$ cat config.mk
export PLATFORM = sky130hd
export DESIGN_NAME = traffic_signal_monitor
export DESIGN_NICKNAME = d
export VERILOG_FILES = /design/src/rtl/traffic_signal_monitor.sv
export SDC_FILE = /design/constraint.sdc
export NUM_CORES = 1
export LEC_CHECK = 0
export BUFFER_PORTS_ARGS = -buffer_cell sky130_fd_sc_hd__buf_2
export CORE_MARGIN = 5
export CORE_UTILIZATION = 51
export CTS_CLUSTER_DIAMETER = 100
export DETAILED_ROUTE_END_ITERATION = 10
export PLACE_DENSITY = 0.85
export SETUP_SLACK_MARGIN = 0.1
export SYNTH_ARGS = -nofsm -noshare
export SYNTH_HDL_FRONTEND = slang
export SYNTH_SLANG_ARGS = --single-unit
$ cat constraint.sdc
create_clock -name clk -period 2.5 [get_ports clk]
set_input_delay 0.125 -clock clk [delete_from_list [all_inputs] [get_ports clk]]
set_output_delay 0.125 -clock clk [all_outputs]
set_load 0.005 [all_outputs]
$ cat src/rtl/traffic_signal_monitor.sv
// traffic_signal_monitor: passive lamp-bus checker latching the first conflict, code, sequence or dwell fault.
// Define TSM_FAULT_COUNT_EN to build the saturating fault event counter behind fault_count.
module traffic_signal_monitor #(
   parameter int MIN_YELLOW = 5,
   parameter int MAX_DWELL  = 64,
   parameter int DW         = 7
) (
   input  logic       clk,
   input  logic       reset,
   input  logic [1:0] t1,
   input  logic [1:0] t2,
   input  logic       t1_walk,
   input  logic       t2_walk,
   input  logic       buzzer,
   input  logic       clear_fault,
   output logic [2:0] phase,
   output logic       phase_change,
   output logic       fault,
   output logic [2:0] fault_code,
   output logic [7:0] fault_count
);
   localparam logic [1:0] L_G = 2'd0, L_Y = 2'd1, L_R = 2'd2, L_X = 2'd3;
   localparam logic [2:0] P_INV = 3'd0, P_G1 = 3'd1, P_Y1 = 3'd2, P_WALK = 3'd3,
                          P_BUZ = 3'd4, P_G2 = 3'd5, P_Y2 = 3'd6, P_AR = 3'd7;
   localparam logic [DW-1:0] MIN_Y = DW'(MIN_YELLOW);
   localparam logic [DW-1:0] MAX_D = DW'(MAX_DWELL);

   logic [2:0]    cur, succ, code;
   logic [5:0]    pat;
   logic [DW-1:0] dwell, dwell_nxt;
   logic          prev_valid, pre, pre_nxt, change, legal, det;
   logic          c_conf, c_bad, c_walk, c_buz, c_seq, c_short, c_stuck;

   // phase register doubles as the previous-sample phase for transition checks
   assign pat = {t1, t2, t1_walk, buzzer};

   always_comb begin
      cur = (t1_walk != t2_walk)               ? P_INV  :
            pat == {L_G, L_R, 1'b0, 1'b0}      ? P_G1   :
            pat == {L_Y, L_R, 1'b0, 1'b0}      ? P_Y1   :
            pat == {L_R, L_R, 1'b1, 1'b0}      ? P_WALK :
            pat == {L_R, L_R, 1'b1, 1'b1}      ? P_BUZ  :
            pat == {L_R, L_G, 1'b0, 1'b0}      ? P_G2   :
            pat == {L_R, L_Y, 1'b0, 1'b0}      ? P_Y2   :
            pat == {L_R, L_R, 1'b0, 1'b0}      ? P_AR   : P_INV;
      succ = phase == P_G1   ? P_Y1   :
             phase == P_Y1   ? P_WALK :
             phase == P_WALK ? P_BUZ  :
             phase == P_BUZ  ? P_G2   :
             phase == P_G2   ? P_Y2   :
             phase == P_Y2   ? P_G1   : P_INV;
   end

   assign change    = cur != phase;
   assign dwell_nxt = change ? DW'(1) : (&dwell ? dwell : dwell + DW'(1));
   assign pre_nxt   = (cur == P_G2) && (change ? (phase != P_BUZ) : pre);
   assign legal     = (cur == P_AR) || (cur == P_G2) || (phase == P_AR) ||
                      (phase == P_G2 && pre) || (cur == succ);

   assign c_conf  = (t1 != L_R) && (t2 != L_R);
   assign c_bad   = (t1 == L_X) || (t2 == L_X);
   assign c_walk  = ((t1_walk | t2_walk) && (t1 != L_R || t2 != L_R)) || (t1_walk != t2_walk);
   assign c_buz   = buzzer && !(t1_walk && t2_walk);
   assign c_seq   = prev_valid && change && (cur != P_INV) && !legal;
   assign c_short = change && dwell < MIN_Y &&
                    ((phase == P_Y1 && cur == P_WALK) || (phase == P_Y2 && cur == P_G1));
   // a preempted G2 and all-red may be held indefinitely
   assign c_stuck = !change && dwell_nxt == MAX_D && cur != P_INV && cur != P_AR &&
                    !(cur == P_G2 && pre_nxt);

   assign code = c_conf  ? 3'd1 :
                 c_bad   ? 3'd2 :
                 c_walk  ? 3'd3 :
                 c_buz   ? 3'd4 :
                 c_seq   ? 3'd5 :
                 c_short ? 3'd6 :
                 c_stuck ? 3'd7 : 3'd0;
   assign det = code != 3'd0;

   always_ff @(posedge clk or posedge reset) begin
      if (reset) begin
         phase        <= P_INV;
         phase_change <= 1'b0;
         prev_valid   <= 1'b0;
         pre          <= 1'b0;
         dwell        <= '0;
         fault        <= 1'b0;
         fault_code   <= 3'd0;
      end else begin
         phase        <= cur;
         phase_change <= change;
         prev_valid   <= 1'b1;
         pre          <= pre_nxt;
         dwell        <= dwell_nxt;
         if (clear_fault) begin
            fault      <= det;
            fault_code <= code;
         end else if (!fault && det) begin
            fault      <= 1'b1;
            fault_code <= code;
         end
      end
   end

`ifdef TSM_FAULT_COUNT_EN
   logic [7:0] fcnt;

   always_ff @(posedge clk or posedge reset) begin
      if (reset)
         fcnt <= 8'd0;
      else if (det && fcnt != 8'hff)
         fcnt <= fcnt + 8'd1;
   end

   assign fault_count = fcnt;
`else
   assign fault_count = 8'd0;
`endif

endmodule

# Yosys cells after proc, flatten, opt, wreduce, memory -nomap -nowiden
# Cells that the tools add are included.
[totals]
input_bits = 10
wordCells = 102
out_inout_bits = 16
register_bits = 17
[op_classes]
mux = 28
n_eq_ne = 28
reduce_logical = 36
bitwise_logic = 1
magnitude_cmp = 1
addsub = 1
[op_table]
columns = ["cell", "n"]
rows = [
  ["3-bit 2-to-1 mux", 22],
  ["6-bit equality test (second input constant)", 5],
  ["1-bit logical AND", 19],
  ["3-bit equality test (second input constant)", 6],
  ["7-bit 2-to-1 mux", 2],
  ["3-bit by 2-bit equality test with 1-bit output (second input constant)", 3],
  ["1-bit logical OR", 8],
  ["7-bit by 1-bit adder with 7-bit output (second input constant)", 1],
  ["7-bit equality test (second input constant)", 1],
  ["7-bit by 3-bit less-than comparator with 1-bit output (second input constant)", 1],
  ["7-bit AND reduction", 1],
  ["3-bit by 1-bit equality test with 1-bit output (second input constant)", 2],
  ["6-bit by 4-bit equality test with 1-bit output (second input constant)", 1],
  ["6-bit by 5-bit equality test with 1-bit output (second input constant)", 1],
  ["3-bit inequality test (second input constant)", 2],
  ["3-bit nonzero test", 2],
  ["1-bit zero test", 5],
  ["2-bit equality test (second input constant)", 2],
  ["1-bit 2-to-1 mux", 4],
  ["2-bit inequality test (second input constant)", 2],
  ["3-bit equality test", 1],
  ["3-bit inequality test", 1],
  ["2-bit nonzero test", 1],
  ["1-bit inequality test", 1],
  ["1-bit bitwise OR", 1],
]

# Logic depth before layout (Yosys ltp)
# Gate-level depths: netlist of run 1.
[logic_depth]
depth_word = 27
depth_mapped = 12
depth_no_buf = 11

# Worst setup path before layout of run 1
# No wires, ideal clock.
[synth_path]
path_kind = "input port to flip-flop"
startpoint = "in t1[1]"
endpoint = "reg fault_code[1]"
arrival_ps = 2438
cell_stages = 10
setup_ps = 126
setup_slack_ps = -65
path_cell_list = "buf_4 > and4bb_1 > o21ai_1 > a2111oi_4 > mux2_2 > nor4_2 > a211oi_1 > mux2_4 > nor2b_4 > a311o_1"
[synth_via]
elab_chain_cells = 26
elab_cells_between_ends = 66
cone_classes = "eq/ne: 17; mux: 19; reduce/logical: 30"
[synth_rtl]
columns = ["element", "line_no", "source"]
rows = [
  ["start, declared", "10", "input logic [1:0] t1,"],
  ["6-bit equality test", "45", "pat == {L_R, L_R, 1'b0, 1'b0} ? P_AR : P_INV;"],
  ["3-bit 2-to-1 mux", "45", ""],
  ["3-bit 2-to-1 mux", "44", "pat == {L_R, L_Y, 1'b0, 1'b0} ? P_Y2 :"],
  ["3-bit 2-to-1 mux", "43", "pat == {L_R, L_G, 1'b0, 1'b0} ? P_G2 :"],
  ["3-bit 2-to-1 mux", "42", "pat == {L_R, L_R, 1'b1, 1'b1} ? P_BUZ :"],
  ["3-bit 2-to-1 mux", "41", "pat == {L_R, L_R, 1'b1, 1'b0} ? P_WALK :"],
  ["3-bit 2-to-1 mux", "40", "pat == {L_Y, L_R, 1'b0, 1'b0} ? P_Y1 :"],
  ["3-bit 2-to-1 mux *", "39", "pat == {L_G, L_R, 1'b0, 1'b0} ? P_G1 :"],
  ["[... 1 more ...]", "-", ""],
  ["net cur[1]", "28", "logic [2:0] cur, succ, code;"],
  ["[... 9 more ...]", "-", ""],
  ["3-bit 2-to-1 mux *", "75", "c_seq ? 3'd5 :"],
  ["3-bit 2-to-1 mux *", "74", "c_buz ? 3'd4 :"],
  ["3-bit 2-to-1 mux *", "73", "c_walk ? 3'd3 :"],
  ["3-bit 2-to-1 mux *", "72", "c_bad ? 3'd2 :"],
  ["3-bit 2-to-1 mux *", "71", "assign code = c_conf ? 3'd1 :"],
  ["3-bit nonzero test", "78", "assign det = code != 3'd0;"],
  ["1-bit logical AND", "98", "end else if (!fault && det) begin"],
  ["2-bit nonzero test (no source line)", "-", ""],
  ["end signal, assigned", "97", "fault_code <= code;"],
  ["end signal, assigned", "100", "fault_code <= code;"],
  ["end, declared", "19", "output logic [2:0] fault_code,"],
]
# Mark *: on every way through the listed nets, which the timed path passes. The rest lies on a longest branch. The select of a mux whose other input is x is not followed.
# A chain may end at the register's enable or synchronous reset.

# Final worst setup path of run 1
[layout_path]
startpoint = "reg phase[1]"
endpoint = "reg fault_code[2]"
[layout_via]
elab_chain_cells = 19
elab_cells_between_ends = 52
cone_classes = "eq/ne: 11; mux: 17; reduce/logical: 24"
[layout_rtl]
columns = ["element", "line_no", "source"]
rows = [
  ["start, declared", "16", "output logic [2:0] phase,"],
  ["start signal, assigned", "90", "phase <= cur;"],
  ["3-bit equality test", "51, 66", ""],
  ["1-bit 2-to-1 mux", "51", "phase == P_Y2 ? P_G1 : P_INV;"],
  ["3-bit 2-to-1 mux", "50", "phase == P_G2 ? P_Y2 :"],
  ["3-bit 2-to-1 mux", "49", "phase == P_BUZ ? P_G2 :"],
  ["3-bit 2-to-1 mux", "48", "phase == P_WALK ? P_BUZ :"],
  ["3-bit 2-to-1 mux", "47", "phase == P_Y1 ? P_WALK :"],
  ["3-bit 2-to-1 mux", "46", "succ = phase == P_G1 ? P_Y1 :"],
  ["3-bit equality test", "58", "(phase == P_G2 && pre) || (cur == succ);"],
  ["[... 3 more ...]", "-", ""],
  ["3-bit 2-to-1 mux *", "75", ""],
  ["3-bit 2-to-1 mux *", "74", ""],
  ["3-bit 2-to-1 mux *", "73", ""],
  ["3-bit 2-to-1 mux *", "72", ""],
  ["3-bit 2-to-1 mux *", "71", ""],
  ["3-bit nonzero test", "78", ""],
  ["1-bit logical AND", "98", ""],
  ["2-bit nonzero test (no source line)", "-", ""],
]
# Mark *: on every way between the ends. The rest lies on a longest branch, timed or not. The select of a mux whose other input is x is not followed.

==> reports/metrics.yaml, run 1 <==
status: "complete, no violations"
rr_endpoint: "fault_code[2]$_DFFE_PP0P_"
start_kind: "flop"
grt_pass1_wl_um: 6490
setup_tns_ns: 0
powerDensity_nw_per_um2: 492
crit_path_max_fanout: 6
rsz0062_at_grt: "true"
dr.first_iter.drc_count: 153
clkLatencyLatePin_ns: 0.30
numClockSinks: 17
die-area_um2: 4330
initial_core_util_pct: 52.5
regArea_um2: 429
switchingPower_uw: 415
dp_cells: 271
crit_buf_inv: 1
die_h_um: 65.8
cpMaxStageDelayCell: "dfrtp_2"
syn_inst: 185
track_usage_pct: 19.3
layout-area-overhead-vs-synth_pct: 29.4
synth_cell_type_count: 60
wl_per_cell_um: 16.8
final_nets: 249
die_width_um: 65.8
fin_worst_skew_ns: 0.00759
worstMarginPinSlew_ns: 0.632
route.detailed.drc: 0
ys_seq_area_share_pct: 26.8
ys_ff_latch: 17
setup_viol: 0
ys.flop_type: "dfrtp_1"
slew-limit-headroom_pct: 57.8
cp_top_family: "compound AO/OA/AOI/OAI gates"
multi_input_area_um2: 1120
syn_avg_cell_area_um2: 8.59
via_count: 1699
cts_root_buffer: "clkbuf_4"
final_cell_count_no_fill: 279
dp_hpwl_um: 3050
crit_cells: 9
period_share_pct: 97.8
cp.arrival_ns: 2.64
crit_required_ns: 2.69
core.rowCount: 20
core_um2: 3030
r2r_cells: 9
portBuffers: 17
postRouteWirelength_um: 4670
crit_path_end: "fault_code[2]$_DFFE_PP0P_"
gp_congestion: 0.933
yosysWarnings: 0
leakage_uw: 0.000886
worstSetupStartpoint: "phase[1]$_DFF_PP0_"
fmax_mhz: 409
clk_path_buf_depth: 2
cp-end-kind: "flop"
first_global_vias: 1445
antenna_found_initial: 0
crit_type: "flop to flop"
syn_area_um2: 1590
numCtsBuffers: 3
dr.pass1.iters: 5
drtAntennaViolNets: 0
cts_tree: "done"
share_comb_of_total_power_pct: 45.9
swShare_pct: 41.0
cp_slowest_stage_delay_ns: 0.46
ioPinCount: 26
avgViaCountPerCell: 6.09
power_frac_clock_pct: 14.3
cpMostUsedCell: "o311a_1"
rrSetupSlack_ns: 0.05
hold_path.class: "primary input to flop"
cap_violations: 0
diodes: 0
synth-edff-count: 0
ir_worst_vdd_uv: 433
synthArstFlopShare_pct: 100
slew_viol_final: 0
fill_cells: 239
reg2reg_from: "phase[1]$_DFF_PP0_"
grt_overflow_total: 0
finalHoldViolations: 0
pwr-share-seq_pct: 39.7
period_needed_ns: 2.45
htreeDepth: 1
crit_chain: "buf_2 > nand2b_1 > nor3_1 > o311a_1 > o31ai_1 > a21oi_1 > o31ai_4 > nor2b_4 > o311a_1"
clkTransAtPathRegs_ns: 0.09
internal_power_uw: 597
layout-drive-gt1-share_pct: 37.9
grt_max_degree: 18
-- sequential cells by signal, indices dropped and copies added, names as in the netlist --
name,count
phase,3
fault_code,3
fault,1
dwell,7
phase_change,1
pre,1
prev_valid,1
-- metal layers --
layer,vias to the layer above,GRT usage [%],wire (um)
li1,770,-,-
met1,773,24.3,1800
met2,124,31.9,2250
met3,32,4.76,392
met4,0,6.48,240
met5,-,0,0
-- power by group through the flow --
stage,Combinational (uW),Sequential (uW),Clock [uW]
after global placement,343,383,0
after detailed placement,360,387,0
final,465,402,145
after floorplan,271,366,0
after global routing,505,410,163
after CTS,380,376,148
-- synthesized netlist by cell type, drive strengths merged (4+ instances only) --
library cell  count  area share (%)
nor4              4             2.0
dfrtp            17              27
buf              13             6.3
nor3              6             1.9
o21ai            10             3.9
a211oi            4             3.5
nand2            15             3.5
nand2b            8             3.1
nor2             14             3.3
o31ai             5             3.2
o211ai            5             2.4
a21oi            11             4.2
nand3             9             2.8
clkbuf            5             1.3
inv               7             1.7
-- worst reg2reg max path, stage by stage, from the launching register on --
cell      delay [ns]
dfrtp_2         0.46
buf_2           0.17
nand2b_1        0.10
nor3_1          0.05
o311a_1         0.38
o31ai_1         0.38
a21oi_1         0.15
o31ai_4         0.25
nor2b_4         0.07
o311a_1         0.33
-- final cells by class --
cell class              instances  share of cell area, %
well taps                      44                   2.68
flip-flops and latches         17                   20.9
inverters                       8                   1.46
multi-input cells             149                   54.6
repair buffers                 57                   19.2
clock buffers                   4                   1.28
-- logic make-up (layout without fill, tap and decap cells) --
kind of cell	count (synthesis)	count (layout)	share of synthesized area, %
other cells	2	9	0.473
flops	17	17	26.8
fa+ha+maj	3	3	2.36
mux	3	3	2.28
xor+xnor	5	5	2.76
compound gates	54	54	28.8
simple gates	75	75	27.1
buf+inv	26	69	9.45
-- per-stage QoR --
stage                     hold slack (ns)  util (%)  instance area (um2)  setup WS, ns  total power, uW
after floorplan                    0.0511         -                 1650        0.0504              637
after global placement              0.228      63.8                 1930        -0.122              726
after detailed placement            0.235      63.8                 1930        -0.163              747
after CTS                           0.112      65.2                 1980         0.116              903
after global routing                0.133      67.9                 2060       -0.0419             1080
final                               0.112      67.9                 2060        0.0539             1010
-- what timing repair did --
action                                  CTS  global route
buffers inserted                          1             2
hold buffers                              1             0
endpoints found under the setup margin    2             3
pin swaps                                 1            10
endpoints found under the hold margin    17             0
resized for setup                         1            20
-- cell usage in the layout (no fill, tap or decap), types with 8 or more instances in the layout --
| cell | count |
|---|---|
| a21oi_1 | 9 |
| buf_2 | 16 |
| buf_4 | 37 |
| conb_1 | 9 |
| dfrtp_1 | 14 |
| nand2_1 | 14 |
| nand2b_1 | 8 |
| nand3_1 | 8 |
| nor2_1 | 13 |
-- worst min path at each step --
stage,start,to,slack [ns],cells after the start
2_1_floorplan,reset,dwell[0]$_DFF_PP0_,0.05,1
3_3_place_gp,reset,phase_change$_DFF_PP0_,0.23,2
3_5_place_dp,reset,dwell[6]$_DFF_PP0_,0.23,2
4_1_cts,clear_fault,fault_code[2]$_DFFE_PP0P_,0.11,3
5_1_grt,clear_fault,fault_code[2]$_DFFE_PP0P_,0.13,3
6_report,clear_fault,fault_code[2]$_DFFE_PP0P_,0.11,3
No activity file was read; power rests on OpenSTA's default activity.
==> run 2: changes to the inputs <==
==> constraint.sdc (replaced) <==
create_clock -name clk -period 2.5 [get_ports clk]
set_input_delay 0.125 -clock clk [delete_from_list [all_inputs] [get_ports clk]]
set_output_delay 0.125 -clock clk [all_outputs]
set_load 0.1 [all_outputs]
==> reports/metrics.yaml, run 2 (synthesis gave the netlist of run 1 again) <==
status: "complete, no violations"  # unchanged
worstMarginPinSlew_ns: 0.632  # about the same
crit_required_ns: 2.68  # was 2.69 ns
dr.first_iter.drc_count: 170  # was 153
hold_path.startpoint: "clear_fault"  # unchanged
diodes: 0  # unchanged
layout_commonest_cell: "buf_4"  # unchanged
slew_viol_final: 0  # unchanged
crit_path_max_fanout: 7  # was 6
core.rowCount: 20  # unchanged
period_share_pct: 98.6  # was 97.8%
powerDensity_nw_per_um2: 559  # was 492 nW/um2
rsz0062_at_grt: "true"  # unchanged
grt_max_degree: 18  # unchanged
layout-area-overhead-vs-synth_pct: 26.4  # was 29.4%
fin_worst_skew_ns: 0.000875  # was 0.00759 ns
period_needed_ns: 2.46  # was 2.45 ns
track_usage_pct: 18.0  # was 19.3%
r2r_cells: 9  # unchanged
dr.pass1.iters: 5  # unchanged
die-area_um2: 4330  # unchanged
avgViaCountPerCell: 5.70  # was 6.09
ioPinCount: 26  # unchanged
setup_viol: 0  # unchanged
rrSetupSlack_ns: 0.04  # was 0.05 ns
cts_root_buffer: "clkbuf_4"  # unchanged
wl_per_cell_um: 15.1  # was 16.8 um
die_h_um: 65.8  # unchanged
ir_worst_vdd_uv: 294  # was 433 uV
largest_reg_flops: 7  # unchanged
first_global_vias: 1366  # was 1,445
dp_hpwl_um: 2910  # was 3050 um
stdcell_area_um2: 2010  # was 2060 um2
portBuffers: 17  # unchanged
leakage_uw: 0.000842  # was 0.000886 uW
grt_overflow_total: 0  # unchanged
setup_tns_ns: 0  # unchanged
top_regs: "dwell (7), fault_code (3), phase (3)"  # unchanged
cp.arrival_ns: 2.64  # about the same
gp_congestion: 0.937  # was 0.933
numCtsBuffers: 3  # unchanged
grt_pass1_wl_um: 6190  # was 6490 um
clkLatencyLatePin_ns: 0.29  # was 0.30 ns
route.detailed.drc: 0  # unchanged
final_nets: 241  # was 249
start_kind: "flop"  # unchanged
hold_depth: 3  # unchanged
die_width_um: 65.8  # unchanged
postRouteWirelength_um: 4100  # was 4670 um
htreeDepth: 1  # unchanged
cp-end-kind: "flop"  # unchanged
drtAntennaViolNets: 0  # unchanged
clk_path_buf_depth: 2  # unchanged
antenna_found_initial: 0  # unchanged
layout-drive-gt1-share_pct: 34.8  # was 37.9%
slew-limit-headroom_pct: 57.8  # about the same
hold_end: "fault_code[2]$_DFFE_PP0P_"  # unchanged
hold_slack_ns: 0.117  # was 0.112 ns
via_count: 1545  # was 1,699
clkTransAtPathRegs_ns: 0.09  # about the same
place_area_um2: 1870  # was 1930 um2
worstSetupStartpoint: "phase[1]$_DFF_PP0_"  # unchanged
reg2reg_from: "phase[1]$_DFF_PP0_"  # unchanged
fmax_mhz: 406  # was 409 MHz
largest-register: "dwell"  # unchanged
numClockSinks: 17  # unchanged
hold_path.class: "primary input to flop"  # unchanged
final_cell_mix: "buf_4, buf_2, nand2_1, dfrtp_1, nor2_1"  # unchanged
initial_core_util_pct: 52.5  # unchanged
crit_type: "flop to flop"  # unchanged
finalHoldViolations: 0  # unchanged
cts_tree: "done"  # unchanged
rr_endpoint: "fault_code[2]$_DFFE_PP0P_"  # unchanged
core_um2: 3030  # unchanged
cap_violations: 0  # unchanged
run 2: changes by cell type in the layout (fill, tap and decap cells not counted), moves of 2 or more:
cell      previous run  this run
buf_2               16        18
buf_4               37        27
clkbuf_4             5         3
dfrtp_2              3         0
dfrtp_4              0         3
run 2: area by class of cell:
cell class	instances	area, um2
repair buffers	49	345
clock buffers	4	26.3
flip-flops and latches	17	437
well taps	44	55.1
fillers	234	1020
multi-input cells	149	1110
inverters	8	30.0
run 2: how the worst max path moves through the flow:
stage | to | slack, ns | cells past startpoint
final | fault_code[2]$_DFFE_PP0P_ | 0.04 | 9
after global routing | fault_code[2]$_DFFE_PP0P_ | -0.06 | 9
after CTS | fault_code[1]$_DFFE_PP0P_ | 0.13 | 10
after detailed placement | fault_code[1]$_DFFE_PP0P_ | -0.1 | 11
after global placement | fault_code[1]$_DFFE_PP0P_ | -0.02 | 12
after floorplan | fault_code[1]$_DFFE_PP0P_ | 0.002 | 11
run 2: worst max-delay path, cell delays in order (launching register included):
cell      delay (ns)
dfrtp_4         0.55
o211ai_1        0.17
nand3_1         0.12
a21oi_2         0.16
nand2b_1        0.11
o311ai_1        0.41
a211oi_2        0.10
mux2_4          0.28
nor2b_4         0.13
o311a_1         0.32
run 2: stage by stage:
step                      cells  total power, uW  util (%)  worst slack [ns]
after floorplan             192              749         -           0.00173
after global placement      260              843      61.9           -0.0230
after detailed placement    260              854      61.9           -0.0970
after CTS                   266             1010      63.3             0.129
after global routing        271             1190      66.3           -0.0584
final                       271             1120      66.3            0.0352
run 2: where the power goes:
group	switching, uW	internal, uW
logic	353	232
registers	68.3	324
clock network	83.6	62.0
run 2: routing by layer:
layer / GRT usage (%) / wire, um / vias to the layer above
met2: 29.7 / 2040 / 67
li1: - / - / 747
met5: 0 / 0 / -
met1: 24.3 / 1750 / 723
met4: 5.18 / 89 / 0
met3: 2.72 / 226 / 8
run 2: timing repair:
action	4_1_cts	5_1_grt
setup endpoints to repair	2	3
gates resized for setup	0	12
endpoints found under the hold margin	17	0
pin swaps	0	7
hold buffers	1	0
buffers inserted	1	5
